**config.mk**
```make
export PLATFORM = sky130hd
export DESIGN_NAME = conv_max_pool
export DESIGN_NICKNAME = d
export VERILOG_FILES = /design/src/rtl/conv_max_pool.sv
export SDC_FILE = /design/constraint.sdc
export NUM_CORES = 1
export LEC_CHECK = 0
export ABC_AREA = 1
export BUFFER_PORTS_ARGS = -buffer_cell sky130_fd_sc_hd__buf_2
export CAP_MARGIN = 20
export CORE_AREA = 2 2 227 117
export CTS_CLUSTER_DIAMETER = 40
export CTS_CLUSTER_SIZE = 12
export DETAILED_ROUTE_END_ITERATION = 10
export DIE_AREA = 0 0 229 119
export GPL_TIMING_DRIVEN = 0
export PLACE_DENSITY = 0.74
export RECOVER_POWER = 100
export SETUP_SLACK_MARGIN = 0.2
export SYNTH_ARGS = -nofsm -noshare
export SYNTH_HDL_FRONTEND = slang
export SYNTH_SLANG_ARGS = --single-unit
```
**constraint.sdc**
```tcl
create_clock -name clk -period 5.95 [get_ports clk]
set_input_delay 0.2975 -clock clk [delete_from_list [all_inputs] [get_ports clk]]
set_output_delay 0.2975 -clock clk [all_outputs]
set_load 0.005 [all_outputs]
```
**src/rtl/conv_max_pool.sv**
```systemverilog
// ---------------------------------------------------------------------------
// conv_max_pool
//
// Purpose:
//   2x2 / stride-2 max pooling applied to a stream of post-ReLU convolution
//   samples. Samples arrive in raster order, one channel map at a time. The
//   map width (24, 10 or 5) is taken from layer_num on the first sample of
//   each map. Each pooled value is produced on the odd column of an odd row,
//   after the other three samples of its window have been seen.
//
// Ports:
//   clk        in   sole clock, rising edge
//   rst        in   synchronous active-high reset
//   layer_num  in   [1:0] map width select: 0->24, 1->10, 2->5, 3->24
//   in_valid   in   a conv sample is present on in_data
//   in_ready   out  the block accepts the sample this cycle
//   in_data    in   [DATA_W-1:0] unsigned conv sample after ReLU
//   out_valid  out  out_data holds a pooled value
//   out_ready  in   the consumer takes out_data this cycle
//   out_data   out  [DATA_W-1:0] max of one 2x2 pooling window
//   out_last   out  marks the final pooled value of a map
//   busy       out  a map is partially received
// ---------------------------------------------------------------------------
module conv_max_pool #(
  parameter int DATA_W = 21,
  parameter int MAX_W  = 24
) (
  input  logic              clk,
  input  logic              rst,
  input  logic [1:0]        layer_num,
  input  logic              in_valid,
  output logic              in_ready,
  input  logic [DATA_W-1:0] in_data,
  output logic              out_valid,
  input  logic              out_ready,
  output logic [DATA_W-1:0] out_data,
  output logic              out_last,
  output logic              busy
);

  // Counters and the latched width share one width so they compare directly.
  localparam int CNT_W    = $clog2(MAX_W + 1);
  localparam int LB_DEPTH = MAX_W / 2;
  localparam int LB_AW    = (LB_DEPTH > 1) ? $clog2(LB_DEPTH) : 1;

  typedef logic [CNT_W-1:0]  cnt_t;
  typedef logic [DATA_W-1:0] data_t;

  // Map width selected by the layer code; the reserved code behaves as 0.
  function automatic cnt_t layerWidth(input logic [1:0] layer);
    case (layer)
      2'd1:    return cnt_t'(10);
      2'd2:    return cnt_t'(5);
      default: return cnt_t'(24);
    endcase
  endfunction

  // Unsigned maximum; on a tie either operand gives the same value.
  function automatic data_t maxOf(input data_t a, input data_t b);
    return (a > b) ? a : b;
  endfunction

  cnt_t  row_q, row_d;
  cnt_t  col_q, col_d;
  cnt_t  width_q, width_d;
  data_t hold_q, hold_d;
  logic  outValid_q, outValid_d;
  logic  outLast_q, outLast_d;
  data_t outData_q, outData_d;

  // Line buffer holding the top-row maximum of each window column pair.
  data_t lineBuf [LB_DEPTH];
  logic  lbWe;
  data_t lbWdata;
  logic [LB_AW-1:0] lbIdx;
  data_t lbRdata;

  logic  accept;
  logic  firstSample;
  cnt_t  curWidth;
  logic  widthOdd;
  cnt_t  lastIdx;
  cnt_t  lastPair;
  logic  discard;

  // Only one output register exists, so input is stalled whenever a pooled
  // value is pending and the consumer is not taking it this cycle.
  assign in_ready = !(outValid_q && !out_ready);
  assign accept   = in_valid && in_ready;

  // The first sample of a map uses layer_num directly; every later sample
  // uses the width latched on that first sample, so mid-map layer changes
  // have no effect.
  assign firstSample = (row_q == '0) && (col_q == '0);
  assign curWidth    = firstSample ? layerWidth(layer_num) : width_q;
  assign widthOdd    = curWidth[0];
  assign lastIdx     = curWidth - cnt_t'(1);
  assign lastPair    = lastIdx - cnt_t'(widthOdd);

  // On odd widths the trailing column and row have no partner and are
  // dropped without touching any state other than the counters.
  assign discard = widthOdd && ((col_q == lastIdx) || (row_q == lastIdx));

  // Column pair index; for every kept odd column it stays below MAX_W/2.
  assign lbIdx   = LB_AW'(col_q >> 1);
  assign lbRdata = lineBuf[lbIdx];

  // Next-state logic: counters, hold register, line buffer write and the
  // output register. An output transfer clears out_valid, but a window
  // completed on the same edge reloads it.
  always_comb begin
    row_d      = row_q;
    col_d      = col_q;
    width_d    = width_q;
    hold_d     = hold_q;
    outValid_d = outValid_q;
    outLast_d  = outLast_q;
    outData_d  = outData_q;
    lbWe       = 1'b0;
    lbWdata    = '0;

    if (outValid_q && out_ready) begin
      outValid_d = 1'b0;
      outLast_d  = 1'b0;
    end

    if (accept) begin
      if (firstSample) begin
        width_d = curWidth;
      end

      if (!discard) begin
        if (!col_q[0]) begin
          hold_d = in_data;
        end else if (!row_q[0]) begin
          lbWe    = 1'b1;
          lbWdata = maxOf(hold_q, in_data);
        end else begin
          outValid_d = 1'b1;
          outData_d  = maxOf(lbRdata, maxOf(hold_q, in_data));
          outLast_d  = (row_q == lastPair) && (col_q == lastPair);
        end
      end

      if (col_q == lastIdx) begin
        col_d = '0;
        row_d = (row_q == lastIdx) ? '0 : row_q + cnt_t'(1);
      end else begin
        col_d = col_q + cnt_t'(1);
      end
    end
  end

  // State registers; reset abandons any partial map and pending output.
  always_ff @(posedge clk) begin
    if (rst) begin
      row_q      <= '0;
      col_q      <= '0;
      width_q    <= cnt_t'(24);
      hold_q     <= '0;
      outValid_q <= 1'b0;
      outLast_q  <= 1'b0;
      outData_q  <= '0;
    end else begin
      row_q      <= row_d;
      col_q      <= col_d;
      width_q    <= width_d;
      hold_q     <= hold_d;
      outValid_q <= outValid_d;
      outLast_q  <= outLast_d;
      outData_q  <= outData_d;
    end
  end

  // Line buffer storage; no reset needed since each entry is written on an
  // even row before the odd row below reads it.
  always_ff @(posedge clk) begin
    if (lbWe) begin
      lineBuf[lbIdx] <= lbWdata;
    end
  end

  assign out_valid = outValid_q;
  assign out_data  = outData_q;
  assign out_last  = outLast_q;
  assign busy      = (row_q != '0) || (col_q != '0);

endmodule

```
# Word-level counts from Yosys, hierarchy flattened
# Memory sizes are Yosys's and may differ from the RTL's. A register that Yosys moved wholly into a read port is not among the register bits.
# Index checks and enable logic that the tools add are counted.
classes:
  order_cmp: 2
  n_eq_ne: 6
  muxes: 28
  n_bitwise: 2
  reduce_logical: 18
  n_addsub: 4
op_table:
  columns: ["operator", "n"]
  rows:
  - ["$mux 21", 6]
  - ["$gt 21x21->1", 2]
  - ["$eq 5x5->1", 4]
  - ["$mux 1", 16]
  - ["$mux 5", 3]
  - ["$add 5x1->5 const B", 2]
  - ["$logic_not 5->1", 2]
  - ["$pmux 5 s2", 1]
  - ["$reduce_bool 5->1", 2]
  - ["$mux 4", 2]
  - ["$logic_and 1x1->1", 6]
  - ["$sub 5x1->5", 1]
  - ["$sub 5x1->5 const B", 1]
  - ["$reduce_and 2->1", 2]
  - ["$reduce_and 4->1", 1]
  - ["$reduce_and 3->1", 1]
  - ["$eq 2x1->1 const B", 1]
  - ["$eq 2x2->1 const B", 1]
  - ["$logic_not 1->1", 2]
  - ["$logic_or 1x1->1", 2]
  - ["$not 1->1", 2]
word_totals:
  wordCells: 68
  regBits: 59
  mem_bits_rw: 252
  n_memories: 1
  input_bits: 27
  output_inout_bits: 25
mem_list:
  columns: ["name", "depth", "word_bits", "rd", "rd_clocked_by_memory_dff", "write_ports", "line_no", "text"]
  rows:
  - ["lineBuf", 12, 21, 1, 1, 1, "72", "data_t lineBuf [LB_DEPTH];"]

# Depth between registers and ports, before layout
# Gate-level depths: netlist (run 1).
depth:
  ltp_word: 11
  ltp_mapped: 25
  depth_no_buf: 23

# Worst setup path after synthesis (run 1)
# No wires, ideal clock.
synth_timing:
  path_kind: "reg2reg"
  from: "register row_q[0]"
  to: "memory lineBuf[10][0] in the netlist's numbering, enable pin"
  path_buffers: 0
  arrival_time_ps: 3345
  setup_time_ps: 399
  required_ps: 5551
  path_stages_with_launch: 20
  period_less_slack_ps: 3743
  slack_ps: 2207
  path_cell_list: "dfxtp_1 inv_1 ha_1 nand2_1 nor2_4 nand2_4 nand2_4 nand2_8 inv_4 ha_1 nand3_4 o21ai_1 nand2_1 nand2_1 nand2_2 nand3_2 nand2_4 nand2_8 nand4_1 nor2_1"
synth_via:
  elab_chain_cells: 11
  elab_cells_between_ends: 14
  cone_classes: "add/sub (1); eq/ne (2); mux (7); reduce/logical (4)"
synth_lines:
  columns: ["item", "line_no", "text"]
  rows:
  - ["start, declared", "63", "cnt_t row_q, row_d;"]
  - ["start signal, assigned", "165", "row_q <= row_d;"]
  - ["$logic_not 5->1 *", "94", "assign firstSample = (row_q == '0) && (col_q == '0);"]
  - ["$logic_and 1x1->1 *", "94", null]
  - ["$mux 5 *", "95", "assign curWidth = firstSample ? layerWidth(layer_num) : width_q;"]
  - ["named net curWidth[0]", "80", "cnt_t curWidth;"]
  - ["$sub 5x1->5", "97", "assign lastIdx = curWidth - cnt_t'(1);"]
  - ["$eq 5x5->1", "102", "assign discard = widthOdd && ((col_q == lastIdx) || (row_q == lastIdx));"]
  - ["$logic_or 1x1->1", "102", null]
  - ["$logic_and 1x1->1 *", "102", null]
  - ["$mux 1 *", "132", "if (!discard) begin"]
  - ["$mux 1 *", "127", "if (accept) begin"]
  - ["$mux 1 *", "178", "if (lbWe) begin"]
  - ["$mux 1 (implied by the code) *", "179", "lineBuf[lbIdx] <= lbWdata;"]
  - ["end, declared", "72", null]
# The timed path passes the listed nets; every way through them passes the cells marked *.

==> flow_summary.json, run 1 <==
{
  "max_freq_mhz": 188,
  "setup-tns-final_ps": 0,
  "r2r_slack_ps": 640,
  "synth_cell_types": 42,
  "hold_path.class": "in -> reg",
  "htree_num_levels": 2,
  "cap_violations": 0,
  "syn_area_um2": 15000,
  "row_count": 42,
  "critical_path_class": "reg -> reg",
  "drc": 0,
  "ir_drop_mv": 0.235,
  "cts_resized": 0,
  "gr-total-overflow": 0,
  "core_area_um2": 25600,
  "post_cts.repair.setup_buffers": 0,
  "synth-seq-area-share": 0.589,
  "track_usage": 0.286,
  "ctsHoldBuffers": 0,
  "syn_area_per_cell_um2": 10.7,
  "placed_cell_area_um2": 15900,
  "synth-seq-cells": 315,
  "preCtsSetupSlack_ps": 730,
  "p_clk_frac": 0.400,
  "dieArea_um2": 27300,
  "die_h_um": 119,
  "hold_violations": 0,
  "hpwl_mm": 27.4,
  "clk_pin_slew_worst_paths_ps": 60,
  "first_global_vias": 10300,
  "r2r_end": "out_data[19]$_SDFFE_PP0P_",
  "worstSetupStartpointType": "register",
  "ant_nets": 0,
  "clk_latency_ps": 520,
  "slew_headroom": 0.399,
  "grt_max_degree": 22,
  "tightestPinTransition_ps": 898,
  "final_area_um2": 16600,
  "worstPathRequired_ps": 6330,
  "seqPwrFrac": 0.469,
  "antenna_found_initial": 0,
  "layout_common_cells": "edfxtp_1 (252), nand2_1 (178), o21ai_0 (174)",
  "diodes": 0,
  "start_util": 0.584,
  "worstRegToRegCells": 19,
  "min_from": "out_ready",
  "numCtsBuffers": 34,
  "synth_edf_count": 252,
  "vias": 11000,
  "die_w_um": 229,
  "drt_iter0_drc": 1554,
  "power_frac_comb": 0.130,
  "root_buffer": "clkbuf_16",
  "endpoint_kind": "register",
  "area_growth_pct": 11.1,
  "syn_inst": 1394,
  "synth_nets": 1472,
  "first_pass_iters": 6,
  "drive_gt1_frac": 0.125,
  "outcome": "finished clean",
  "finClkSkew_ps": 22.0,
  "cts_tree": "done",
  "drv_slew": 0,
  "wire_per_inst_um": 20.6,
  "rsz0062_at_grt": "false",
  "routed_via_density": 5.92,
  "io_pins": 52,
  "crit_arrival_ps": 5680,
  "period_minus_slack_ps": 5310,
  "switchingPower_w": 0.00132,
  "layout.cells.most_common": "edfxtp_1",
  "critPathMaxFanout": 10,
  "ys_warn_count": 0,
  "power.density_nw_per_um2": 311,
  "final_util": 0.649,
  "sw_frac_of_total": 0.256,
  "min_period_over_period": 0.892,
  "leakage_nw": 6.19,
  "async_flop_share": 0,
  "port_buffers": 51,
  "intPower_w": 0.00384,
  "synth_ff_type": "edfxtp_1",
  "wirelength_mm": 38.4,
  "nets": 1568,
  "grt_pass1_wl_mm": 59.6,
  "setup_viol": 0,
  "gp_congestion": 0.898,
  "worst_slack_ps": 645,
  "cp-endpoint": "out_data[19]$_SDFFE_PP0P_",
  "clock_path_buffers": 3,
  "clock_sinks": 315
}
[metrics by stage]
step	instances	hold slack, ps	total power (W)
final	1862	131	0.00517
after global routing	1862	140	0.00536
after CTS	1862	122	0.00520
after detailed placement	1806	460	0.00316
after global placement	1797	454	0.00313
after floorplan	1394	443	0.00296
[flip-flops by register name, summed over array words and instances (netlist names), named ones only]
name	cells
lineBuf	252
hold_q	21
out_data	21
col_q	5
row_q	5
width_q	5
out_last	1
out_valid	1
[worst min-delay path by stage]
stage | end | slack [ps] | cells past startpoint
after floorplan | width_q[3]$_SDFFE_PP1P_ | 440 | 2
after global placement | out_data[6]$_SDFFE_PP0P_ | 450 | 2
after detailed placement | out_data[8]$_SDFFE_PP0P_ | 460 | 2
after CTS | out_valid$_SDFF_PP0_ | 120 | 4
after global routing | hold_q[17]$_SDFFE_PP0P_ | 140 | 5
final | out_valid$_SDFF_PP0_ | 130 | 4
[per-layer routing]
metal,wire length [µm],GRT usage
met1,17900,0.463
met4,617,0.0637
met5,0,0
met2,15200,0.385
met3,4690,0.0694
[power by group through the flow]
stage               registers, W  clock network, W  logic (W)
floorplan                0.00247                 0   0.000496
global placement         0.00247                 0   0.000660
detailed placement       0.00247                 0   0.000686
CTS                      0.00243           0.00208   0.000691
global route             0.00243           0.00218   0.000742
finish                   0.00243           0.00207   0.000673
[synth_stat cells, types with 3 or more instances]
cell type,count,area (µm²)
ha_1,51,638
nor4_1,3,18.8
nor2_4,22,248
mux2i_1,63,631
nand3_2,21,210
dfxtp_1,63,1260
o21ai_0,173,866
buf_2,11,55.1
nand3_1,56,280
inv_2,5,18.8
nand4_1,10,62.6
nor2_1,67,251
a21oi_1,138,691
buf_1,7,26.3
nand2_4,6,67.6
nand3_4,3,52.6
inv_1,124,465
clkbuf_1,46,173
edfxtp_1,252,7570
nand2_1,173,649
buf_6,3,33.8
nand2_2,10,62.6
o21ai_1,13,65.1
or2_2,19,119
o211ai_1,23,173
nor3_1,7,35.0
[cell type report]
class	count	area (µm²)
Buffer	70	287
Timing Repair Buffer	60	383
Inverter	132	497
Clock inverter	7	92.6
Multi-Input combinational cell	877	5140
Sequential cell	315	8830
Clock buffer	49	971
Tap cell	352	440
Fill cell	2059	9000
[cells by family after synthesis]
| kind of cell | Yosys count | share of synthesized area |
|---|---|---|
| xor gates and xnor gates | 4 | 0.00234 |
| and+or+nand+nor | 406 | 0.145 |
| buffers and inverters | 202 | 0.0556 |
| adders and majority gates | 51 | 0.0426 |
| AOI/OAI and AO/OA | 353 | 0.123 |
| muxes | 63 | 0.0421 |
| DFF | 315 | 0.589 |
[worst max-delay path, cell delays in order, from the launching register on]
cell and delay [ps]:
dfxtp_1 310, clkbuf_1 560, clkinv_1 540, clkbuf_1 390, o211ai_1 260, o21ai_0 150, o21ai_0 560, ha_1 350
nand2_1 80, o21ai_0 80, a21oi_1 160, o21bai_1 90, nand3_1 70, nand3_1 200, nand2_1 160, clkbuf_1 350
clkbuf_1 500, nand2_1 150, nand3_1 100, a21oi_1 70
(Power assumes the default switching activity.)
==> run 2, diff against run 1 <==
CAP_MARGIN = default   (was 20)
CORE_AREA = 2 2 235 121   (was 2 2 227 117)
DIE_AREA = 0 0 237 123   (was 0 0 229 119)
PLACE_DENSITY = 0.87   (was 0.74)
clock period = 4.7 ns   (was 5.95 ns; I/O delays follow)
==> run 2 against run 1 <==
Effect of this change:
- count of clock-buffer cells in the layout up 3
- non-clock buffer count rose by 12
- flip-flop and latch count is the same
- first-iteration DRC count grew 13%
- sequential share of layout area shrank 0.55 points
- critical endpoint is now out_data[7]$_SDFFE_PP0P_
==> flow_summary.json, run 2 (synthesized netlist as in run 1, its figures left out) <==
{
  "outcome": "finished clean",
  "endpoint_kind": "register",
  "ir_drop_mv": 0.322,
  "track_usage": 0.276,
  "clk_latency_ps": 600,
  "grt_pass1_wl_mm": 61.1,
  "rsz0062_at_grt": "true",
  "cp_top_family": "buffers and inverters",
  "nets": 1577,
  "numCtsBuffers": 31,
  "worstPathRequired_ps": 5150,
  "drive_gt1_frac": 0.147,
  "final_area_um2": 16800,
  "diodes": 0,
  "wirelength_mm": 40.0,
  "clock_sinks": 315,
  "clk_pin_slew_worst_paths_ps": 60,
  "hold_path.class": "in -> reg",
  "area_growth_pct": 12.3,
  "tightestPinTransition_ps": 838,
  "drt_iter0_drc": 1757,
  "holdPathStages": 5,
  "wire_per_inst_um": 21.3,
  "worst_slack_ps": 217,
  "power.density_nw_per_um2": 379,
  "ant_nets": 0,
  "period_minus_slack_ps": 4480,
  "critPathMaxFanout": 10,
  "placed_cell_area_um2": 15900,
  "cap_violations": 0,
  "min_to": "hold_q[13]$_SDFFE_PP0P_",
  "min_from": "in_data[13]",
  "max_freq_mhz": 223,
  "port_buffers": 51,
  "antenna_found_initial": 0,
  "vias": 11500,
  "gp_congestion": 0.925,
  "io_pins": 52,
  "crit_arrival_ps": 4930,
  "finClkSkew_ps": 27.0,
  "leakage_nw": 6.26,
  "dieArea_um2": 29200,
  "layout.cells.most_common": "edfxtp_1",
  "cts_tree": "done",
  "worstRegToRegCells": 23,
  "hpwl_mm": 27.8,
  "routed_via_density": 6.12,
  "cpMaxStageDelayCell": "dlygate4sd3_1",
  "drv_slew": 0,
  "htree_num_levels": 1,
  "cp.depth": 25,
  "preCtsSetupSlack_ps": -647,
  "r2r_end": "out_data[7]$_SDFFE_PP0P_",
  "largest-register": "lineBuf",
  "cpPeakStageDelay_ps": 530,
  "gr-total-overflow": 0,
  "min_period_over_period": 0.954,
  "start_util": 0.551,
  "row_count": 43,
  "r2r-start": "hold_q[20]$_SDFFE_PP0P_",
  "clock_path_buffers": 3,
  "hold_violations": 0,
  "largest_reg_flops": 252,
  "critical_path_class": "in -> reg",
  "drc": 0,
  "worstSetupStartpointType": "input port",
  "setup_viol": 0,
  "root_buffer": "clkbuf_16",
  "first_global_vias": 11000,
  "layout_common_cells": "edfxtp_1 (252), nand2_1 (176), o21ai_0 (153)",
  "die_h_um": 123,
  "crit_buf_inv": 5,
  "die_w_um": 237,
  "slew_headroom": 0.439,
  "core_area_um2": 27200,
  "first_pass_iters": 6,
  "r2r_slack_ps": 230,
  "grt_max_degree": 18
}
-- run 2: how the worst max path moves through the flow --
stage / slack [ps] / start / end
floorplan: 960 / row_q[0]$_SDFFE_PP0P_ / lineBuf[10][0]$_DFFE_PP_
global placement: -360 / col_q[1]$_SDFFE_PP0P_ / lineBuf[7][12]$_DFFE_PP_
detailed placement: -650 / in_data[20] / out_data[18]$_SDFFE_PP0P_
CTS: 200 / hold_q[20]$_SDFFE_PP0P_ / out_data[18]$_SDFFE_PP0P_
global route: -20 / hold_q[20]$_SDFFE_PP0P_ / out_data[7]$_SDFFE_PP0P_
finish: 220 / in_data[6] / out_data[7]$_SDFFE_PP0P_
-- run 2: metal layers --
layer / track usage / part of all wire / vias to the layer above
li1: - / - / 5115
met1: 0.399 / 0.41 / 5424
met2: 0.409 / 0.42 / 888
met3: 0.0741 / 0.14 / 102
met4: 0.0847 / 0.029 / 0
met5: 0 / 0 / -
-- run 2: area by class of cell --
class                   instances  area [µm²]
fillers                      1994       10400
flip-flops and latches        315        8830
multi-input cells             877        5280
clock buffers                  52         855
repair buffers                 72         522
inverters                     132         499
well taps                     360         450
plain buffers                  70         309
clock inverters                 5        71.3
-- run 2: what timing repair did --
item,in CTS,in global routing
setup buffers,0,0
setup endpoints to repair,20,43
endpoints found under the hold margin,10,0
pin swaps,0,2
gates cloned,0,0
resized for setup,29,35
hold buffers,9,0
-- run 2: worst register-to-register path, delay by kind of cell, from the launching register on --
| family | cells | cell delay, ps |
|---|---|---|
| compound gates | 7 | 970 |
| buf+inv | 3 | 780 |
| fa+ha+maj | 2 | 620 |
| simple gates | 11 | 1650 |
| flops | 1 | 330 |
-- run 2: power by group --
part           internal [W]  total [W]  switching (W)
Sequential          0.00305    0.00308      0.0000274
Clock               0.00130    0.00237        0.00107
Combinational      0.000303   0.000922       0.000618
-- run 2: per-stage QoR --
step | hold slack, ps | instances | TNS [ps] | utilization | total power (W)
finish | 11.6 | 1883 | 0 | 0.619 | 0.00637
global route | 46.6 | 1883 | -20.9 | 0.619 | 0.00655
CTS | 1.51 | 1883 | 0 | 0.624 | 0.00633
detailed placement | 462 | 1817 | -8540 | 0.586 | 0.00400
global placement | 453 | 1805 | -50240 | 0.577 | 0.00395
floorplan | 443 | 1394 | 0 | - | 0.00375
